==> src/rtl/memory_stage_pkg.sv <==
// Shared types for the MEM stage: pipeline bundles, bus size codes,
// FSM states and load/store funct3 encodings.
package memory_stage_pkg;

    typedef enum logic [2:0] {
        MSIZE1 = 3'd0,
        MSIZE2 = 3'd1,
        MSIZE4 = 3'd2,
        MSIZE8 = 3'd3
    } msize_t;

    typedef enum logic [1:0] {
        IDLE,
        WAIT,
        DONE
    } mem_state_t;

    localparam logic [2:0] F3_LB  = 3'd0;
    localparam logic [2:0] F3_LH  = 3'd1;
    localparam logic [2:0] F3_LW  = 3'd2;
    localparam logic [2:0] F3_LD  = 3'd3;
    localparam logic [2:0] F3_LBU = 3'd4;
    localparam logic [2:0] F3_LHU = 3'd5;
    localparam logic [2:0] F3_LWU = 3'd6;

    typedef struct packed {
        logic        valid;
        logic        memread;
        logic        memwrite;
        logic [2:0]  funct3;
        logic [63:0] addr;
        logic [63:0] wdata;
        logic [4:0]  rd;
        logic [63:0] result;
        logic [63:0] pc;
    } execute_data_t;

    typedef struct packed {
        logic        valid;
        logic [4:0]  rd;
        logic [63:0] result;
        logic        misalign;
        logic [63:0] pc;
    } memory_data_t;

    localparam int EXEC_W = $bits(execute_data_t);
    localparam int MEM_W  = $bits(memory_data_t);

    function automatic msize_t f3_size(input logic [2:0] f3);
        return msize_t'({1'b0, f3[1:0]});
    endfunction

endpackage

==> src/rtl/memory_stage_align.sv <==
// Lane alignment for the data bus: store strobe/data replication,
// misalignment detection and load shift + extension.
module memory_stage_align
    import memory_stage_pkg::*;
(
    input  logic [2:0]  funct3,
    input  logic [2:0]  addr_lo,
    input  logic [63:0] wdata,
    input  logic [63:0] rdata,
    output logic [2:0]  size,
    output logic        misalign,
    output logic [7:0]  strobe,
    output logic [63:0] wdata_lane,
    output logic [63:0] rdata_ext
);

    logic [63:0] shifted;
    logic [7:0]  byte_mask;
    logic [2:0]  addr_mask;
    logic        sgn;

    always_comb begin
        shifted    = rdata >> {addr_lo, 3'b000};
        sgn        = ~funct3[2];
        size       = f3_size(funct3);
        byte_mask  = 8'h01;
        addr_mask  = 3'b000;
        wdata_lane = {8{wdata[7:0]}};
        rdata_ext  = {{56{sgn & shifted[7]}}, shifted[7:0]};
        unique case (funct3[1:0])
            2'b00: begin
                byte_mask  = 8'h01;
                addr_mask  = 3'b000;
                wdata_lane = {8{wdata[7:0]}};
                rdata_ext  = {{56{sgn & shifted[7]}}, shifted[7:0]};
            end
            2'b01: begin
                byte_mask  = 8'h03;
                addr_mask  = 3'b001;
                wdata_lane = {4{wdata[15:0]}};
                rdata_ext  = {{48{sgn & shifted[15]}}, shifted[15:0]};
            end
            2'b10: begin
                byte_mask  = 8'h0F;
                addr_mask  = 3'b011;
                wdata_lane = {2{wdata[31:0]}};
                rdata_ext  = {{32{sgn & shifted[31]}}, shifted[31:0]};
            end
            2'b11: begin
                byte_mask  = 8'hFF;
                addr_mask  = 3'b111;
                wdata_lane = wdata;
                rdata_ext  = shifted;
            end
            default: ;
        endcase
        misalign = |(addr_lo & addr_mask);
        strobe   = byte_mask << addr_lo;
    end

endmodule

==> src/rtl/memory_stage.sv <==
// MEM stage: drives the data bus for loads/stores, stalls until the
// response arrives and hands the result to the writeback register.
module memory_stage
    import memory_stage_pkg::*;
#(
    parameter int ADDR_W = 64,
    parameter int DATA_W = 64
) (
    input  logic              clk,
    input  logic              reset,
    input  logic [EXEC_W-1:0] dataE,
    output logic [MEM_W-1:0]  dataM,
    output logic              stallM,
    output logic              dreq_valid,
    output logic [ADDR_W-1:0] dreq_addr,
    output logic [2:0]        dreq_size,
    output logic [7:0]        dreq_strobe,
    output logic [DATA_W-1:0] dreq_data,
    input  logic              dresp_data_ok,
    input  logic [DATA_W-1:0] dresp_data
);

    execute_data_t ex;
    memory_data_t  mo;
    mem_state_t    state_q, state_d;
    logic [63:0]   rdata_q, rdata_d;

    logic          is_mem;
    logic          mis;
    logic          mem_op;
    logic          req;
    logic [2:0]    size;
    logic [7:0]    strobe;
    logic [63:0]   wdata_lane;
    logic [63:0]   rdata_ext;

    assign ex = execute_data_t'(dataE);

    memory_stage_align u_align (
        .funct3     (ex.funct3),
        .addr_lo    (ex.addr[2:0]),
        .wdata      (ex.wdata),
        .rdata      (rdata_q),
        .size       (size),
        .misalign   (mis),
        .strobe     (strobe),
        .wdata_lane (wdata_lane),
        .rdata_ext  (rdata_ext)
    );

    assign is_mem = ex.valid & (ex.memread | ex.memwrite);
    assign mem_op = is_mem & ~mis;

    always_comb begin
        state_d = state_q;
        rdata_d = rdata_q;
        req     = 1'b0;
        unique case (state_q)
            IDLE: begin
                if (mem_op) begin
                    req = 1'b1;
                    if (dresp_data_ok) begin
                        rdata_d = dresp_data;
                        state_d = DONE;
                    end else begin
                        state_d = WAIT;
                    end
                end
            end
            WAIT: begin
                req = 1'b1;
                if (dresp_data_ok) begin
                    rdata_d = dresp_data;
                    state_d = DONE;
                end
            end
            DONE: state_d = IDLE;
            default: state_d = IDLE;
        endcase
    end

    always_ff @(posedge clk) begin
        if (reset) begin
            state_q <= IDLE;
            rdata_q <= '0;
        end else begin
            state_q <= state_d;
            rdata_q <= rdata_d;
        end
    end

    // Reset gating keeps the bus and writeback quiet during the reset cycle.
    assign stallM      = mem_op & (state_q != DONE) & ~reset;
    assign dreq_valid  = req & ~reset;
    assign dreq_addr   = ex.addr[ADDR_W-1:0];
    assign dreq_size   = size;
    assign dreq_strobe = ex.memwrite ? strobe : 8'h00;
    assign dreq_data   = wdata_lane;

    always_comb begin
        mo.valid    = ex.valid & ~stallM & ~reset;
        mo.rd       = ex.rd;
        mo.result   = (mem_op & ex.memread) ? rdata_ext : ex.result;
        mo.misalign = is_mem & mis;
        mo.pc       = ex.pc;
    end

    assign dataM = mo;

endmodule
==> config.mk <==
export PLATFORM = sky130hd
export DESIGN_NAME = memory_stage
export DESIGN_NICKNAME = d
export VERILOG_FILES = /design/src/rtl/memory_stage_pkg.sv /design/src/rtl/memory_stage_align.sv /design/src/rtl/memory_stage.sv
export SDC_FILE = /design/constraint.sdc
export NUM_CORES = 1
export LEC_CHECK = 0
export ABC_CLOCK_PERIOD_IN_PS = 2800
export BUFFER_PORTS_ARGS = -buffer_cell sky130_fd_sc_hd__buf_2
export CORE_AREA = 8 8 232 234
export DETAILED_ROUTE_END_ITERATION = 10
export DIE_AREA = 0 0 240 242
export PLACE_DENSITY = 0.39
export SETUP_SLACK_MARGIN = 0.1
export SYNTH_ARGS = -nofsm -noshare
export SYNTH_HDL_FRONTEND = slang
export SYNTH_SLANG_ARGS = --single-unit
==> constraint.sdc <==
create_clock -name clk -period 2.8 [get_ports clk]
set_clock_uncertainty 0.15 [all_clocks]
set_input_delay 0.42 -clock clk [delete_from_list [all_inputs] [get_ports clk]]
set_output_delay 0.42 -clock clk [all_outputs]
set_load 0.02 [all_outputs]
# After elaboration in Yosys (flattened, before gate mapping)
# Index checks and enable logic that the tools add are counted.
word_totals:
  reg_bits: 66
  latch_bits: 0
  mem_bits_rw: 0
  rom_bits: 0
  inputBits: 334
  out_inout_bits: 276
  mem_count: 0
classes:
  add_sub_neg: 0
  multipliers: 0
  div_mod_pow: 0
  n_lt_le_gt_ge: 0
  n_eq_ne: 7
  n_shift: 2
  n_mux: 15
  bitwise_logic: 18
  n_reduce_logical: 6
ops:
  columns: ["cell", "count"]
  rows:
  - ["case mux 64 bit (4 select lines)", 2]
  - ["two-way mux 64 bit", 3]
  - ["case mux 64 bit (2 select lines)", 1]
  - ["right shift 64 x 6 -> 64 bit", 1]
  - ["case mux 8 bit (4 select lines)", 1]
  - ["AND 1 bit", 12]
  - ["case mux 3 bit (4 select lines)", 1]
  - ["two-way mux 8 bit", 1]
  - ["left shift 8 x 3 -> 8 bit", 1]
  - ["two-way mux 2 bit", 3]
  - ["!= test 2 bit (second input constant)", 3]
  - ["equality test 2 x 1 -> 1 bit (second input constant)", 2]
  - ["equality test 2 bit (second input constant)", 2]
  - ["logical NOT 2 bit", 2]
  - ["inverter 1 bit", 4]
  - ["case mux 2 bit (2 select lines)", 1]
  - ["AND reduction 2 bit", 2]
  - ["AND 3 bit", 1]
  - ["OR reduction 3 bit", 1]
  - ["case mux 1 bit (2 select lines)", 1]
  - ["nonzero test 2 bit", 1]
  - ["two-way mux 1 bit", 1]
  - ["OR 1 bit", 1]

# Longest topological paths before layout
logic_depth:
  ltp_word: 11
  depth_mapped: 8
  depth_no_buf: 5

# By module
# Synthesis repeated with hierarchy kept, for this count alone.
hier_totals:
  cells_unflattened: 950
  area_unflattened_um2: 8328.0
by_module_without_submodules:
  columns: ["mod", "instances", "cells_each", "area_each_um2", "seq_area_each_um2"]
  rows:
  - ["memory_stage", 1, 503, 5093.6, 1321.3]
  - ["memory_stage_align", 1, 447, 3234.4, 0.0]

# Worst setup path after synthesis
# OpenSTA, ideal clock, no wires.
synth_timing:
  kind: "input port to output port"
  start: "input port dataE[198]"
  end: "output port dataM[86]"
  t_arrival_ps: 1980
  required_ps: 2230
  slack_ps: 250
  stages: 8
  path_buffers: 3
  cell_sequence: "buf_6 or2_4 a22oi_2 and3_1 buf_4 nand2_2 buf_2 o211ai_1"
synth_between:
  elab_chain_cells: 6
synth_lines:
  columns: ["item", "line_no", "rtl"]
  rows:
  - ["from (decl)", "memory_stage.sv:11", "input logic [EXEC_W-1:0] dataE,"]
  - ["parallel branches: the longest is 5 deep, another holds right shift 64 x 6 -> 64 bit", null, null]
  - ["two-way mux 64 bit (*)", "memory_stage.sv:103", "mo.result = (mem_op & ex.memread) ? rdata_ext : ex.result;"]
  - ["to (decl)", "memory_stage.sv:12", "output logic [MEM_W-1:0] dataM,"]
# Every way passes the cells marked *. The select of a mux whose other input is x is not followed.

# Final worst setup path
layout_timing:
  start: "input port dataE[198]"
  end: "output port dataM[112]"
layout_between:
  elab_chain_cells: 6
layout_lines:
  columns: ["item", "line_no"]
  rows:
  - ["parallel branches: the longest is 5 deep, another holds right shift 64 x 6 -> 64 bit", null]
  - ["two-way mux 64 bit (*)", "memory_stage.sv:103"]
# Marks and branches as above.

==> flow_metrics.tcl <==
set metrics [dict create \
    hold_violations 0 \
    antenna_left 0 \
    slew_headroom_pct 65.6 \
    clock_sinks 66 \
    cts-root-buf "clkbuf_16" \
    drive_above_1_share_pct 53.3 \
    cts_tree "yes" \
    layout.nets 1518 \
    grt_usage_pct 18.4 \
    cp.required_ps 2230 \
    netlist_instances 912 \
    start_kind "input pin" \
    post-route-period-util_pct 97.7 \
    wire_per_inst_um 30.1 \
    gp_congestion 0.854 \
    grt_pass1_vias 8412 \
    grt_start_max_net_pins 66 \
    setup_slack_ps 63.9 \
    async_reset_ff_share_pct 0 \
    clockBufferDepth 2 \
    min_period_ps 2740 \
    rows 83 \
    fmax_mhz 365 \
    seq_area_frac_synth_pct 18.0 \
    start_util_pct 14.5 \
    endpoint_kind "primary output" \
    placed_area_um2 9320 \
    cts.clk_slew.worst_paths_ps 50 \
    syn_area_um2 7330 \
    dieArea_um2 58100 \
    nFillCells 5699 \
    cap_violations 0 \
    synth_enable_flop_cells 0 \
    dp_cells 1821 \
    p_leak_uw 0.00510 \
    dieWidth_um 240 \
    setup_tns_ps 0 \
    holdWs_ps 126 \
    yosys_most_used_dff "dfxtp_1" \
    cts.htree.levels 3 \
    critPathKind "in2out" \
    drt_pass1_iterations 5 \
    syn_to_final_growth_pct 47.8 \
    vias_per_cell 4.41 \
    power.density_nw_per_um2 372 \
    grt_setup_unrepaired "true" \
    cp.arrival_ps 2170 \
    clock_latency_ps 340 \
    regArea_um2 1340 \
    ys_ff_latch 66 \
    place_worst_setup_slack_ps -231 \
    multi_input_area_um2 4940 \
    worst_slew_pin_slew_ps 511 \
    grt_pass1_wl_um 74200 \
    syn_nets 1246 \
    layout.cells.non_filler 1876 \
    cts_buffers 9 \
    hold_class "in2reg" \
    io_pins 610 \
    grt.overflow.total 0 \
    dr.first_iter.drc_count 376 \
    avgSynthCellArea_um2 8.04 \
    io_buffers 348 \
    slew_viol_final 0 \
    holdBufCountCts 0 \
    irDropWorstVdd_mv 0.229 \
    critPathMaxFanout 8 \
    antenna_found_initial 17 \
    drc 0 \
    wl_um 56500 \
    core_area_um2 50500 \
    hpwl_um 47600 \
    die_h_um 242 \
    vias 8268 \
    setup-violations-final 0 \
    synth_cell_type_count 52 \
    final_area_um2 10800 \
    outcome "finished, final reports clean" \
    ys_warn_count 0 \
]
==> through the flow <==
step / utilization (%) / power [µW]
after CTS: 20.0 / 3960
after global routing: 21.4 / 4210
after global placement: 18.5 / 2500
final: 21.5 / 4030
after detailed placement: 18.5 / 2500
after floorplan: - / 2060
==> cells in the final DEF (no fill, tap or decap), types with 22 or more instances in the layout <==
cell	instances
buf_2	297
o211ai_1	26
mux4_2	22
buf_4	134
nand2_1	30
dfxtp_1	61
mux2_2	32
nor2_1	152
o21ai_0	30
a21oi_1	39
mux2i_1	122
==> repair_timing <==
item,CTS,global route
endpoints found under the setup margin,58,57
resized for setup,72,110
cloned,5,1
pin swaps,7,28
buffers inserted,5,21
==> synth_stat cells (3+ instances only) <==
cell type	instances	area, µm²
dfxtp_1	66	1320
or2_2	10	62.6
a31oi_1	10	62.6
nand2b_1	3	18.8
o22a_1	7	61.3
buf_6	8	90.1
o211ai_1	26	195
mux2_2	34	383
nor2_1	157	589
buf_4	158	1190
a21oi_1	72	360
mux2i_1	128	1280
nor2b_1	8	50.1
nor3_1	3	15.0
or3_1	9	56.3
nand3_1	5	25.0
buf_1	6	22.5
mux4_2	22	495
inv_1	4	15.0
a211oi_1	18	135
o21ai_0	30	150
a22oi_1	8	60.1
clkbuf_1	26	97.6
buf_2	19	95.1
o31ai_1	9	67.6
o2bb2ai_1	8	70.1
nand2_1	30	113
==> sequential cells by signal, summed over array words and instances, names as in the netlist <==
signal   cells
state_q      2
rdata_q     64
==> per-layer routing <==
layer  track usage, %  vias up  routed length (µm)
met2             32.7      465               28800
met3             6.47      124                5320
met4             8.67        8                2650
li1                 -     3673                   -
met1             18.9     3998               19600
met5             1.82        -                 111
==> critical path, stage by stage <==
cell and delay, ps:
buf_16 120, buf_4 130, mux2_4 300, o2bb2ai_4 120, o211a_4 240, nor3_4 210
buf_12 170, buf_12 160, a31oi_2 90, buf_4 170
==> report_power, final <==
group / total, µW / internal, µW / switching [µW]
combinational: 1630 / 687 / 942
clock: 1370 / 919 / 452
sequential: 1030 / 973 / 53.8
total: 4030 / 2580 / 1450
==> worst paths after layout <==
kind                                         startpoint                  endpoint  slack [ps]  depth (start not counted)
worst max-delay path                         dataE[198]                dataM[112]          60                         10
worst min-delay path                      dresp_data_ok   state_q[0]$_SDFFE_PP0P_         130                          2
worst max register to register  state_q[0]$_SDFFE_PP0P_  rdata_q[59]$_SDFFE_PP0P_        1100                          4
worst min register to register  state_q[1]$_SDFFE_PP0P_   state_q[0]$_SDFFE_PP0P_         300                          1
==> area by class of cell <==
cell class | instances | share of cell area, %
multi-input cells | 624 | 45.6
clock buffers | 12 | 2.37
inverters | 5 | 0.208
well taps | 680 | 7.86
repair buffers | 478 | 30.5
diodes | 7 | 0.162
flip-flops and latches | 66 | 12.3
clock inverters | 4 | 0.901
==> cells by family (layout without fill, tap and decap cells) <==
family                 Yosys count  count (layout)  share of synthesized area [%]
AOI/OAI and AO/OA              199             199                           17.4
muxes                          185             185                           29.7
and+or+nand+nor                239             239                           14.3
other                            1               8                         0.0512
DFF                             66              66                           18.0
buffers and inverters          222             499                           20.6
Note: power is estimated with default switching activity, not from simulation.
